**src/rtl/mux2_arb_pkg.sv**
```systemverilog
// -----------------------------------------------------------------------------
// mux2_arb_pkg
// Shared definitions for the two-input merging arbiter.
//   WIDTH_DEFAULT : default payload width of every channel
//   src_idx_t     : 1-bit source index used by out_sel, grant and last_grant
//   SRC0 / SRC1   : named source indices
// -----------------------------------------------------------------------------
package mux2_arb_pkg;

  localparam int WIDTH_DEFAULT = 8;

  typedef logic src_idx_t;

  localparam src_idx_t SRC0 = 1'b0;
  localparam src_idx_t SRC1 = 1'b1;

endpackage : mux2_arb_pkg

```
**src/rtl/mux2_arb_if.sv**
```systemverilog
// -----------------------------------------------------------------------------
// mux2_arb_if
// Bundles the two input channels and the merged output channel.
//   in0_valid/in0_ready/in0_data : source 0 handshake and payload
//   in1_valid/in1_ready/in1_data : source 1 handshake and payload
//   out_valid/out_ready/out_data : merged output handshake and payload
//   out_sel                      : which source produced out_data
// Modports:
//   slave  : the arbiter (receives input words, drives the output channel)
//   master : the environment (drives sources, consumes the output)
// -----------------------------------------------------------------------------
interface mux2_arb_if
  import mux2_arb_pkg::*;
#(
  parameter int WIDTH = WIDTH_DEFAULT
);

  logic             in0_valid;
  logic             in0_ready;
  logic [WIDTH-1:0] in0_data;

  logic             in1_valid;
  logic             in1_ready;
  logic [WIDTH-1:0] in1_data;

  logic             out_valid;
  logic             out_ready;
  logic [WIDTH-1:0] out_data;
  src_idx_t         out_sel;

  modport slave (
    input  in0_valid, in0_data,
    input  in1_valid, in1_data,
    input  out_ready,
    output in0_ready, in1_ready,
    output out_valid, out_data, out_sel
  );

  modport master (
    output in0_valid, in0_data,
    output in1_valid, in1_data,
    output out_ready,
    input  in0_ready, in1_ready,
    input  out_valid, out_data, out_sel
  );

endinterface : mux2_arb_if

```
**src/rtl/mux2_arb_sel.sv**
```systemverilog
// -----------------------------------------------------------------------------
// mux2_arb_sel
// Purely combinational grant logic for the two-input arbiter.
//   in0_valid_i  : source 0 requests
//   in1_valid_i  : source 1 requests
//   last_grant_i : source granted on the most recent accepted transfer
//   load_i       : output register can take a word this cycle
//   grant_o      : winning source index (meaningful only with grant_en_o)
//   grant_en_o   : a transfer is granted this cycle
// Build option:
//   MUX2_ARB_RR_EN defined   -> ties alternate (round-robin on last_grant_i)
//   MUX2_ARB_RR_EN undefined -> ties always go to source 0
// -----------------------------------------------------------------------------
module mux2_arb_sel
  import mux2_arb_pkg::*;
(
  input  logic     in0_valid_i,
  input  logic     in1_valid_i,
  input  src_idx_t last_grant_i,
  input  logic     load_i,
  output src_idx_t grant_o,
  output logic     grant_en_o
);

  src_idx_t tie_grant;

`ifdef MUX2_ARB_RR_EN
  // Reset leaves last_grant at source 1, so the first tie goes to source 0.
  assign tie_grant = ~last_grant_i;
`else
  // Fixed priority: last_grant is still tracked by the top but plays no role.
  logic unused_last_grant;
  assign unused_last_grant = last_grant_i;
  assign tie_grant         = SRC0;
`endif

  always_comb begin
    grant_o = SRC0;
    if (in0_valid_i && in1_valid_i) begin
      grant_o = tie_grant;
    end else if (in1_valid_i) begin
      grant_o = SRC1;
    end
  end

  assign grant_en_o = load_i && (in0_valid_i || in1_valid_i);

endmodule : mux2_arb_sel

```
**src/rtl/mux2_arb.sv**
```systemverilog
// -----------------------------------------------------------------------------
// mux2_arb
// Merges two valid/ready sources into one registered output channel.
// A granted input word appears on the output one cycle after acceptance;
// the output register can drain and reload in the same cycle, giving one
// word per cycle when the sink keeps out_ready high.
//   clk   : single clock, rising edge
//   rst_n : asynchronous, active-low reset
//   bus   : mux2_arb_if.slave -- both input channels and the output channel
// Build option: MUX2_ARB_RR_EN (see mux2_arb_sel) selects the tie policy.
// -----------------------------------------------------------------------------
module mux2_arb
  import mux2_arb_pkg::*;
#(
  parameter int WIDTH = WIDTH_DEFAULT
)(
  input  logic     clk,
  input  logic     rst_n,
  mux2_arb_if.slave bus
);

  logic             load;
  src_idx_t         grant;
  logic             grant_en;
  logic             accept;

  logic             out_valid_q, out_valid_d;
  logic [WIDTH-1:0] out_data_q,  out_data_d;
  src_idx_t         out_sel_q,   out_sel_d;
  src_idx_t         last_grant_q, last_grant_d;

  // The output register is free when empty or being drained this cycle.
  assign load = !out_valid_q || bus.out_ready;

  mux2_arb_sel u_sel (
    .in0_valid_i  (bus.in0_valid),
    .in1_valid_i  (bus.in1_valid),
    .last_grant_i (last_grant_q),
    .load_i       (load),
    .grant_o      (grant),
    .grant_en_o   (grant_en)
  );

  // The register is empty in reset, so load is high; gating with rst_n keeps
  // both readys low so no source believes a word was taken during reset.
  assign accept        = grant_en && rst_n;
  assign bus.in0_ready = accept && (grant == SRC0);
  assign bus.in1_ready = accept && (grant == SRC1);

  always_comb begin
    out_valid_d  = out_valid_q;
    out_data_d   = out_data_q;
    out_sel_d    = out_sel_q;
    last_grant_d = last_grant_q;
    if (grant_en) begin
      out_valid_d  = 1'b1;
      out_data_d   = (grant == SRC1) ? bus.in1_data : bus.in0_data;
      out_sel_d    = grant;
      last_grant_d = grant;
    end else if (bus.out_ready) begin
      out_valid_d  = 1'b0;
    end
  end

  always_ff @(posedge clk or negedge rst_n) begin
    if (!rst_n) begin
      out_valid_q  <= 1'b0;
      out_data_q   <= '0;
      out_sel_q    <= SRC0;
      last_grant_q <= SRC1;
    end else begin
      out_valid_q  <= out_valid_d;
      out_data_q   <= out_data_d;
      out_sel_q    <= out_sel_d;
      last_grant_q <= last_grant_d;
    end
  end

  assign bus.out_valid = out_valid_q;
  assign bus.out_data  = out_data_q;
  assign bus.out_sel   = out_sel_q;

endmodule : mux2_arb

```
**src/flat_wrapper.sv**
```systemverilog
// flat-port wrapper written by rule: the top's interface ports become plain ports
module mux2_arb_flat import mux2_arb_pkg::*;
#(
  parameter int WIDTH = WIDTH_DEFAULT
)
  (clk, rst_n, bus_in0_valid, bus_in0_data, bus_in1_valid, bus_in1_data, bus_out_ready, bus_in0_ready, bus_in1_ready, bus_out_valid, bus_out_data, bus_out_sel);
  mux2_arb_if #(.WIDTH(WIDTH)) bus_i ();
  input  logic clk;
  input  logic rst_n;
  input wire logic [$bits(bus_i.in0_valid)-1:0] bus_in0_valid;
  input wire logic [$bits(bus_i.in0_data)-1:0] bus_in0_data;
  input wire logic [$bits(bus_i.in1_valid)-1:0] bus_in1_valid;
  input wire logic [$bits(bus_i.in1_data)-1:0] bus_in1_data;
  input wire logic [$bits(bus_i.out_ready)-1:0] bus_out_ready;
  output wire logic [$bits(bus_i.in0_ready)-1:0] bus_in0_ready;
  output wire logic [$bits(bus_i.in1_ready)-1:0] bus_in1_ready;
  output wire logic [$bits(bus_i.out_valid)-1:0] bus_out_valid;
  output wire logic [$bits(bus_i.out_data)-1:0] bus_out_data;
  output wire logic [$bits(bus_i.out_sel)-1:0] bus_out_sel;
  assign bus_i.in0_valid = bus_in0_valid;
  assign bus_i.in0_data = bus_in0_data;
  assign bus_i.in1_valid = bus_in1_valid;
  assign bus_i.in1_data = bus_in1_data;
  assign bus_i.out_ready = bus_out_ready;
  assign bus_in0_ready = bus_i.in0_ready;
  assign bus_in1_ready = bus_i.in1_ready;
  assign bus_out_valid = bus_i.out_valid;
  assign bus_out_data = bus_i.out_data;
  assign bus_out_sel = bus_i.out_sel;
  mux2_arb #(.WIDTH(WIDTH)) u_core (.clk(clk), .rst_n(rst_n), .bus(bus_i));
endmodule
```
**config.mk**
```make
export PLATFORM = sky130hd
export DESIGN_NAME = mux2_arb_flat
export DESIGN_NICKNAME = d
export VERILOG_FILES = /design/src/rtl/mux2_arb_pkg.sv /design/src/rtl/mux2_arb_if.sv /design/src/rtl/mux2_arb_sel.sv /design/src/rtl/mux2_arb.sv /design/src/flat_wrapper.sv
export SDC_FILE = /design/constraint.sdc
export NUM_CORES = 1
export LEC_CHECK = 0
export BUFFER_PORTS_ARGS = -buffer_cell sky130_fd_sc_hd__buf_2
export CORE_ASPECT_RATIO = 1.1
export CORE_UTILIZATION = 37
export DETAILED_ROUTE_END_ITERATION = 7
export PLACE_DENSITY = 0.69
export SYNTH_ARGS = -nofsm -noshare
export SYNTH_HDL_FRONTEND = slang
export SYNTH_SLANG_ARGS = --single-unit
```
**constraint.sdc**
```tcl
create_clock -name clk -period 1.1 [get_ports clk]
set_input_delay 0.22 -clock clk [delete_from_list [all_inputs] [get_ports clk]]
set_output_delay 0.22 -clock clk [all_outputs]
set_load 0.05 [all_outputs]
```
== Yosys cells after proc, flatten, opt, wreduce, memory -nomap -nowiden ==
Index checks and enable logic that the tools add are counted.
W data, S select, Z words.

* Flip-flop bits (word level): 10
* Output and inout bits: 12

* Multiplexer cells: 5
* Bitwise gates (word level): 1
* Reduce and logical (&&, ||, !) cells: 9

{| class="wikitable"
|+ Operators with widths
! kind !! number
|-
| $mux W8 || 1
|-
| $logic_and A1 B1 Y1 || 5
|-
| $mux W1 || 4
|-
| $logic_or A1 B1 Y1 || 2
|-
| $reduce_bool A2 Y1 || 1
|-
| $logic_not A1 Y1 || 1
|-
| $not A1 Y1 || 1
|}

== Logic depth before layout (Yosys ltp) ==
Gate-level depths: netlist of run 1.

* Word-level depth: 5
* Depth in mapped cells: 4

== Modules after synthesis ==
Synthesis of run 1 repeated with hierarchy kept, for this count alone.

* Cells, all modules: 50
* Area total of the unflattened synthesis: 510.5 um^2

{| class="wikitable"
|+ By module, submodules not included
! module !! instances !! cells each !! area an instance (um^2) !! sequential area each (um^2)
|-
| mux2_arb || 1 || 48 || 496.7 || 276.5
|-
| mux2_arb_sel || 1 || 2 || 13.8 || 0.0
|}

== Worst setup path before layout of run 1 ==
Ideal clock, no wire load.

* Path type: flip-flop to flip-flop
* Start: reg u_core.out_valid_q (netlist: u_core.bus.out_valid)
* End: reg u_core.out_data_q[0] (netlist: u_core.bus.out_data[0])
* Setup time: 0.125 ns
* Data arrival time: 1.304 ns
* Data required time: 0.975 ns
* Setup slack: -0.330 ns
* Stages on the path, launching flop included: 5
* Clock period less this slack: 1.430 ns
* Path through: dfrtp_1 -> nand2b_4 -> o21a_2 -> buf_6 -> mux2_4

* Longest elaborated chain between the ends: 3

{| class="wikitable"
|+ RTL lines
! element !! line !! source
|-
| start: declaration || mux2_arb.sv:27 || <nowiki>logic out_valid_q, out_valid_d;</nowiki>
|-
| start signal: assignment || mux2_arb.sv:72 || <nowiki>out_valid_q <= out_valid_d;</nowiki>
|-
| $logic_not A1 Y1 || mux2_arb.sv:33 || <nowiki>assign load = !out_valid_q || bus.out_ready;</nowiki>
|-
| $logic_or A1 B1 Y1 || mux2_arb.sv:33 ||
|-
| $logic_and A1 B1 Y1 || mux2_arb_sel.sv:46 || <nowiki>assign grant_en_o = load_i && (in0_valid_i || in1_valid_i);</nowiki>
|-
| end signal: assignment || mux2_arb.sv:73 || <nowiki>out_data_q <= out_data_d;</nowiki>
|-
| end: declaration || mux2_arb.sv:28 || <nowiki>logic [WIDTH-1:0] out_data_q, out_data_d;</nowiki>
|}

Every way passes these cells.
A chain may end at the register's enable or synchronous reset.

== Final worst setup path of run 1 ==
* Start: reg u_core.out_valid_q (netlist: u_core.bus.out_valid)
* End: out bus_in1_ready

* Longest elaborated chain between the ends: 5

{| class="wikitable"
|+ RTL lines
! element !! line !! source
|-
| $logic_not A1 Y1 || mux2_arb.sv:33 ||
|-
| $logic_or A1 B1 Y1 || mux2_arb.sv:33 ||
|-
| $logic_and A1 B1 Y1 || mux2_arb_sel.sv:46 ||
|-
| $logic_and A1 B1 Y1 || mux2_arb.sv:46 || <nowiki>assign accept = grant_en && rst_n;</nowiki>
|-
| $logic_and A1 B1 Y1 || mux2_arb.sv:48 || <nowiki>assign bus.in1_ready = accept && (grant == SRC1);</nowiki>
|-
| end: declaration || flat_wrapper.sv:16 || <nowiki>output wire logic [$bits(bus_i.in1_ready)-1:0] bus_in1_ready;</nowiki>
|}

Every way passes these cells.

==> metrics, run 1 <==
Initial Utilization=40.3%; clk root buf=clkbuf_4; DR WL/cell=11.9 µm; antenna-violating nets left=0; Post-synth top cells=14 x mux2_4, 10 x dfrtp_1, 2 x a21oi_1, 2 x buf_6, 2 x mux2_2; nets@finish=98; final setup vio count=11; Worst Tran Pin Value=0.315 ns; Area Growth Syn to Fin=51.0%; core area=1400 µm²; CP Capture Type=output pin; wire length of the first global-routing pass=1540 µm; Power, Total=1310 µW; synth top area cells=dfrtp_1 44%, mux2_4 37%, buf_6 4.0%; die width=39.2 µm; Max FO, Critical Path=4; YS warnings=0; RSZ-0062 raised after global routing=yes; synthesized area per cell=15.7 µm²; final slew viol count=0; Main synth FF type=dfrtp_1; Die ar.=1690 µm²; clock-pin slew on the worst setup and hold paths=0.07 ns; total clock sinks=10; skew final=0.000700 ns; vias per inst=4.65; Final Cycle Share=125%; most common cell in the netlist=mux2_4; peak supply drop=0.662 mV; Crit path required time=0.88 ns; worst hold path type=primary input to flip-flop; Die Ht=43.0 µm; layout cells sized above 1=81.6%; total number of vias=428; CTS tree=yes; Place WS=-0.211 ns; Ports=33; clk_lat worst skew=0.26 ns; Yosys top cell area share=44.3%; Syn Std Cell Area=564 µm²; count of different cell masters after synthesis=11; Final WS setup=-0.278 ns; cell taking the most area after synthesis=dfrtp_1; GRT Util Overall=13.6%; DP HPWL=807 µm; GRT Residual Overflow=0; number of port buffers=32; initial DRC count=2; PwrDens=1540 nW/µm²; Mapped Nets=57; initial antenna violation count=0; largest net degree at the start of global routing=14; Post-Route WL=1090 µm; vias in the first global route=399; 1st-pass router iterations=2; Synth async-reset ratio=100%; Synth Instances=36; GP Congestion=0.666; Tmin final=1.38 ns; failing checks=negative setup slack; # DRC=0; Fin Hold WS=0.216 ns; cts bufs inserted=3; Ant. Diodes=0; Max Cap Viol=0; EDFF count, synth=0; #FFs+latches synth=10; final hold violations=0; Fmax achieved=726 MHz; post-synthesis sequential area ratio=44.3%; clk buf depth=2; critical path type=flip-flop to output pin; Max-slew headroom=79.0%; status=complete, but fails checks; Leakage=0.000452 µW; CTS H-Tree Depth=1; Rows=14; Crit path arrival time=1.16 ns; CP Launch Type=flip-flop
-- state kept, by name, indices dropped and copies added (netlist names) --
name / cells
u_core.bus.out_data: 8
u_core.bus.out_valid: 1
u_core.bus.out_sel: 1
-- metal layers --
layer | GRT usage (%) | vias up | wire length (µm)
met5 | 0 | - | 0
met4 | 8.28 | 0 | 6
met3 | 3.14 | 2 | 63
met2 | 22.7 | 21 | 556
met1 | 14.8 | 196 | 466
li1 | - | 209 | -
-- metrics by stage --
step	util [%]	instances	TNS (ns)	instance area (µm²)
floorplan	-	36	-1.99	566
global placement	53.2	85	-1.64	746
global route	60.8	92	-2.17	852
finish	60.8	92	-1.71	852
detailed placement	53.2	85	-1.88	746
CTS	58.6	90	-1.78	821
-- layout by cell type, fill, tap and decap left out --
cell type,synthesis,routed
buf_2,0,21
mux2_4,14,14
buf_4,0,10
dfrtp_1,10,9
clkbuf_4,0,7
mux2_2,2,2
a21oi_1,2,2
nand2b_4,1,1
and3_2,1,1
and4b_2,1,1
o21a_4,0,1
nor2_1,1,1
nand2_1,1,1
clkbuf_8,0,1
dlygate4sd3_1,0,1
buf_6,2,1
buf_8,0,1
dfrtp_2,0,1
-- power breakdown --
group          internal (µW)  switching, µW  leakage [µW]
clock network            201            126     0.0000210
logic                    228            301      0.000317
registers                423           33.2      0.000115
-- cell families (layout without fill, tap and decap cells) --
kind of cell / after synthesis / count (layout) / synth area share (%)
buf+inv: 2 / 42 / 3.99
mux: 16 / 16 / 41.2
compound gates: 3 / 3 / 3.33
flops: 10 / 10 / 44.3
simple gates: 5 / 5 / 7.09
-- critical path, cell delays in order (launching register included) --
cell and delay, ns:
dfrtp_2 0.42, nand2b_4 0.09, and4b_2 0.25, buf_8 0.15
-- timing repair --
action,CTS,global route
endpoints found under the setup margin,16,15
resized for setup,10,5
pin swaps,1,0
setup buffers,0,2
hold endpoints to repair,10,0
gates cloned,0,0
hold buffers,1,0
-- layout make-up --
cell class	count	area, µm²
fillers	120	549
multi-input cells	24	298
flip-flops and latches	10	251
repair buffers	38	246
clock buffers	4	36.3
well taps	16	20.0
-- worst paths after layout --
path	start	endpoint	slack (ns)	depth (start not counted)
max reg2reg	u_core.bus.out_valid	u_core.bus.out_data[4]	-0.15	4
max in group asynchronous	rst_n	u_core.bus.out_valid	0.48	3
min	bus_in1_valid	u_core.bus.out_valid	0.22	3
max	u_core.bus.out_valid	bus_in1_ready	-0.28	3
min in group asynchronous	rst_n	u_core.bus.out_data[0]	0.46	3
min reg2reg	u_core.bus.out_data[2]	u_core.bus.out_data[2]	0.52	1
No activity file was read; power rests on OpenSTA's default activity.
==> inputs of run 2 (changes only) <==
--- a/config.mk
+++ b/config.mk
@@ -6,7 +6,6 @@
 export NUM_CORES = 1
 export LEC_CHECK = 0
 export BUFFER_PORTS_ARGS = -buffer_cell sky130_fd_sc_hd__buf_2
-export CORE_ASPECT_RATIO = 1.1
 export CORE_UTILIZATION = 37
 export DETAILED_ROUTE_END_ITERATION = 7
 export PLACE_DENSITY = 0.69
==> run 2 against run 1 <==
The run still ends with negative setup slack left. First-iteration DRC count increased by 100%. Clock-buffer cell count stayed put. Global-route usage rose by 3.2 points. Critical path depth stayed put. Critical endpoint unchanged.
==> metrics, run 2 (same netlist as run 1, synthesis figures left out) <==
GRT Residual Overflow=0 (unchanged); PwrDens=1560 nW/µm² (was 1540 nW/µm²); Ports=33 (unchanged); total clock sinks=10 (unchanged); vias per inst=4.86 (was 4.65); Max FO, Critical Path=4 (unchanged); cts bufs inserted=3 (unchanged); CTS H-Tree Depth=1 (unchanged); CTS tree=yes (unchanged); final slew viol count=0 (unchanged); initial antenna violation count=0 (unchanged); die width=41.1 µm (was 39.2 µm); DP HPWL=835 µm (was 807 µm); 1st-pass router iterations=4 (was 2); Max Cap Viol=0 (unchanged); GP Congestion=0.647 (was 0.666); GRT Util Overall=16.7% (was 13.6%); nets@finish=97 (was 98); failing checks=negative setup slack (unchanged); Final Cycle Share=124% (was 125%); Initial Utilization=41.3% (was 40.3%); Max-slew headroom=78.4% (was 79.0%); wire length of the first global-routing pass=1770 µm (was 1540 µm); RSZ-0062 raised after global routing=yes (unchanged); fill count=121 (was 120); final hold violations=0 (unchanged); # DRC=0 (unchanged); CP Capture Type=output pin (unchanged); largest net degree at the start of global routing=14 (unchanged); Area Growth Syn to Fin=54.1% (was 51.0%); Ant. Diodes=0 (unchanged); Worst Tran Pin Value=0.324 ns (was 0.315 ns); max reg flops=8 (unchanged); clock-pin slew on the worst setup and hold paths=0.07 ns (about the same); clk buf depth=2 (unchanged); Post-Route WL=1210 µm (was 1090 µm); worst hold path type=primary input to flip-flop (unchanged); antenna-violating nets left=0 (unchanged); core area=1370 µm² (was 1400 µm²); Leakage=0.000456 µW (was 0.000452 µW); fin area=870 µm² (was 852 µm²); vias in the first global route=427 (was 399); CP Launch Type=flip-flop (unchanged); Final WS setup=-0.265 ns (was -0.278 ns); status=complete, but fails checks (unchanged); peak supply drop=0.670 mV (was 0.662 mV); Rows=13 (was 14); layout cells sized above 1=82.7% (was 81.6%); critical path type=flip-flop to output pin (unchanged); DR WL/cell=13.4 µm (was 11.9 µm); clk root buf=clkbuf_4 (unchanged); Crit path required time=0.88 ns (about the same); Tmin final=1.37 ns (was 1.38 ns); most frequent cells in the layout=21 x buf_2, 14 x mux2_4, 9 x dfrtp_1 (was 21 x buf_2, 14 x mux2_4, 10 x buf_4); Area after DPL=729 µm² (was 746 µm²); total number of vias=437 (was 428); clk_lat worst skew=0.26 ns (about the same); number of port buffers=32 (unchanged); initial DRC count=4 (was 2); most common cell after layout, fill and taps aside=buf_2 (unchanged); skew final=0.00317 ns (was 0.000700 ns); Die ar.=1690 µm² (about the same); Fmax achieved=733 MHz (was 726 MHz); Crit path arrival time=1.15 ns (was 1.16 ns); Die Ht=41.1 µm (was 43.0 µm); Place WS=-0.206 ns (was -0.211 ns); final setup vio count=11 (unchanged)
[run 2: cell types whose count changed in the layout (fill, tap and decap cells not counted), sizes merged]
cell | previous run | this run
clkbuf | 8 | 4
buf | 33 | 36
[run 2: report_power, final]
part	total [µW]	switching, µW	internal, µW	leakage (µW)
combinational	555	304	251	0.000321
sequential	465	41.8	423	0.000115
clock	334	133	201	0.0000210
[run 2: stage by stage]
step / instances / total power (µW) / setup TNS (ns) / hold slack [ns] / util (%)
finish: 90 / 1350 / -2.35 / 0.224 / 63.6
detailed placement: 82 / 939 / -1.82 / 0.175 / 53.4
global placement: 82 / 933 / -1.56 / 0.171 / 53.4
CTS: 90 / 1340 / -2.33 / 0.196 / 61.8
floorplan: 36 / 823 / -1.99 / -0.0756 / -
global route: 90 / 1420 / -2.75 / 0.227 / 63.6
[run 2: critical path: stages, from the launching register on]
cell and delay, ns:
dfrtp_2 0.42, nand2b_4 0.08, and4b_2 0.23, buf_8 0.15
[run 2: worst paths after layout]
check | endpoint | slack (ns) | cells past startpoint | from
worst max-delay path | bus_in1_ready | -0.27 | 3 | u_core.bus.out_valid
worst max register to register | u_core.bus.out_data[1] | -0.23 | 5 | u_core.bus.out_valid
worst min register to register | u_core.bus.out_data[4] | 0.52 | 1 | u_core.bus.out_data[4]
max in group asynchronous | u_core.bus.out_valid | 0.52 | 3 | rst_n
worst min-delay path | u_core.bus.out_valid | 0.22 | 3 | bus_in1_valid
min in group asynchronous | u_core.bus.out_sel | 0.43 | 3 | rst_n
[run 2: layer usage]
metal  up-vias  share of wire, %  global-route usage, %
met1       210                42                   18.3
li1        209                 -                      -
met5         -                 0                      0
met2        16                50                   29.3
met3         2               7.2                   3.26
met4         0              0.33                   10.0
[run 2: area by class of cell]
| cell class | count | area [µm²] | area share [%] |
|---|---|---|---|
| clock buffer | 4 | 36.3 | 4.17 |
| multi-input combinational | 24 | 302 | 34.7 |
| sequential | 10 | 251 | 28.9 |
| tap | 15 | 18.8 | 2.16 |
| timing repair buffer | 37 | 262 | 30.1 |
[run 2: timing repair]
item,CTS,global route
endpoints found under the hold margin,10,0
hold buffers,1,0
setup buffers,3,1
pin swaps,1,1
endpoints found under the setup margin,19,17
gates resized for setup,15,9
==> inputs of run 3 (changes only) <==
--- a/config.mk
+++ b/config.mk
@@ -6,9 +6,10 @@
 export NUM_CORES = 1
 export LEC_CHECK = 0
 export BUFFER_PORTS_ARGS = -buffer_cell sky130_fd_sc_hd__buf_2
+export CORE_ASPECT_RATIO = 1.1
 export CORE_UTILIZATION = 37
 export DETAILED_ROUTE_END_ITERATION = 7
-export PLACE_DENSITY = 0.69
+export PLACE_DENSITY_LB_ADDON = 0.2
 export SYNTH_ARGS = -nofsm -noshare
 export SYNTH_HDL_FRONTEND = slang
 export SYNTH_SLANG_ARGS = --single-unit
==> run 3 against run 2 <==
Die area about the same. Sequential power about the same. Largest power group unchanged. Clock skew down 0.0027 ns. Worst hold slack better by 0.035 ns. Flip-flop and latch count unchanged. Global-route usage down 2.0 points. Non-clock buffer count up 2. Critical endpoint unchanged. Wire length down 7.5%. Critical path depth unchanged. The flow still finishes with violations (negative setup slack).
==> metrics, run 3 (same netlist as run 1, synthesis figures left out) <==
status=complete, but fails checks (unchanged); failing checks=negative setup slack (unchanged); peak supply drop=0.649 mV (was 0.670 mV); CP Capture Type=output pin (unchanged); DP HPWL=778 µm (was 835 µm); most frequent cells in the layout=21 x buf_2, 14 x mux2_4, 12 x buf_4 (was 21 x buf_2, 14 x mux2_4, 9 x dfrtp_1); CP Launch Point=u_core.bus.out_valid (unchanged); Worst Hold Depth=3 (unchanged); Fmax achieved=734 MHz (was 733 MHz); GRT Util Overall=14.7% (was 16.7%); initial DRC count=1 (was 4); fill count=122 (was 121); final slew viol count=0 (unchanged); Max Cap Viol=0 (unchanged); Worst R2R End=u_core.bus.out_data[5] (was u_core.bus.out_data[1]); die width=39.2 µm (was 41.1 µm); # DRC=0 (unchanged); Ant. Diodes=0 (unchanged); total clock sinks=10 (unchanged); R2R Setup Slk=-0.22 ns (was -0.23 ns); clk_lat worst skew=0.26 ns (about the same); Tmin final=1.36 ns (was 1.37 ns); R2R cell count=5 (unchanged); max reg flops=8 (unchanged); CP Launch Type=flip-flop (unchanged); core area=1400 µm² (was 1370 µm²); nets@finish=99 (was 97); GP Congestion=0.631 (was 0.647); clk root buf=clkbuf_4 (unchanged); worst r2r src=u_core.bus.out_valid (unchanged); met2 wire length=592 µm (was 601 µm); Worst Tran Pin Value=0.331 ns (was 0.324 ns); Place WS=-0.213 ns (was -0.206 ns); Area Growth Syn to Fin=55.0% (was 54.1%); CP Capture Point=bus_in1_ready (unchanged); cts bufs inserted=3 (unchanged); number of port buffers=32 (unchanged); vias per inst=4.47 (was 4.86); met3 WL=79 µm (was 87 µm); Max FO, Critical Path=4 (unchanged); CTS H-Tree Depth=1 (unchanged); Post-Route WL=1120 µm (was 1210 µm); wire length of the first global-routing pass=1720 µm (was 1770 µm); Crit path arrival time=1.14 ns (was 1.15 ns); final hold violations=0 (unchanged); skew final=0.000475 ns (was 0.00317 ns); Ports=33 (unchanged); Final WS setup=-0.262 ns (was -0.265 ns); Final Cycle Share=124% (about the same); Leakage=0.000462 µW (was 0.000456 µW); Max-slew headroom=77.9% (was 78.4%); PwrDens=1520 nW/µm² (was 1560 nW/µm²); final setup vio count=11 (unchanged); antenna-violating nets left=0 (unchanged); Rows=14 (was 13); Die ar.=1690 µm² (about the same); Die Ht=43.0 µm (was 41.1 µm); top layer used by detailed routing=met3 (was met4); vias in the first global route=441 (was 427); Fin Hold WS=0.259 ns (was 0.224 ns); worst hold path type=primary input to flip-flop (unchanged); wire length on met1=444 µm (was 511 µm); CTS tree=yes (unchanged); total number of vias=416 (was 437); layout cells sized above 1=83.1% (was 82.7%); initial antenna violation count=0 (unchanged); largest net degree at the start of global routing=14 (unchanged); clk buf depth=2 (unchanged); 1st-pass router iterations=2 (was 4); GRT Residual Overflow=0 (unchanged); most common cell after layout, fill and taps aside=buf_2 (unchanged); Initial Utilization=40.3% (was 41.3%); DR WL/cell=12.0 µm (was 13.4 µm); RSZ-0062 raised after global routing=yes (unchanged); clock-pin slew on the worst setup and hold paths=0.07 ns (about the same); critical path type=flip-flop to output pin (unchanged); Crit path required time=0.88 ns (about the same)
run 3: cell types whose count changed in the layout (fill, tap and decap cells not counted):
cell and delta:
buf_4 +5, buf_6 -3
run 3: how the worst min path moves through the flow:
stage                        startpoint                      to  slack (ns)
after floorplan                   rst_n  u_core.bus.out_data[0]       -0.08
after global placement            rst_n  u_core.bus.out_data[2]        0.15
after detailed placement          rst_n  u_core.bus.out_data[2]        0.15
after CTS                 bus_in1_valid    u_core.bus.out_valid        0.21
after global routing      bus_in1_valid    u_core.bus.out_valid        0.25
final                     bus_in1_valid    u_core.bus.out_valid        0.26
run 3: through the flow:
stage / cells / power, µW / instance area (µm²) / util (%) / TNS (ns)
6_report: 93 / 1330 / 875 / 62.4 / -2.27
5_1_grt: 93 / 1400 / 875 / 62.4 / -2.80
4_1_cts: 93 / 1310 / 853 / 60.9 / -2.23
3_5_place_dp: 85 / 943 / 746 / 53.2 / -1.89
3_3_place_gp: 85 / 937 / 746 / 53.2 / -1.71
2_1_floorplan: 36 / 823 / 566 / - / -1.99
run 3: area by class of cell:
| cell class | instances | area (µm²) | area share [%] |
|---|---|---|---|
| Tap cell | 16 | 20.0 | 2.29 |
| Clock buffer | 4 | 36.3 | 4.15 |
| Sequential cell | 10 | 251 | 28.8 |
| Multi-Input combinational cell | 24 | 302 | 34.5 |
| Timing Repair Buffer | 39 | 265 | 30.3 |
run 3: routing by layer:
layer | up-vias | global-route usage, %
li1 | 212 | -
met1 | 183 | 18.5
met2 | 21 | 23.7
met3 | 0 | 4.71
met4 | 0 | 4.14
met5 | - | 0
run 3: repair_timing:
action,in CTS,in global routing
resized for setup,12,12
hold endpoints to repair,10,0
setup buffers,4,1
hold buffers,1,0
pin swaps,1,0
endpoints found under the setup margin,16,17
run 3: critical path, stage by stage, from the launching register on:
cell and delay, ns:
dfrtp_2 0.42, nand2b_4 0.08, and4b_2 0.24, buf_8 0.15
run 3: where the power goes:
part	switching, µW	leakage (µW)	internal, µW
combinational	303	0.000326	243
sequential	38.1	0.000115	423
clock	123	0.0000210	201
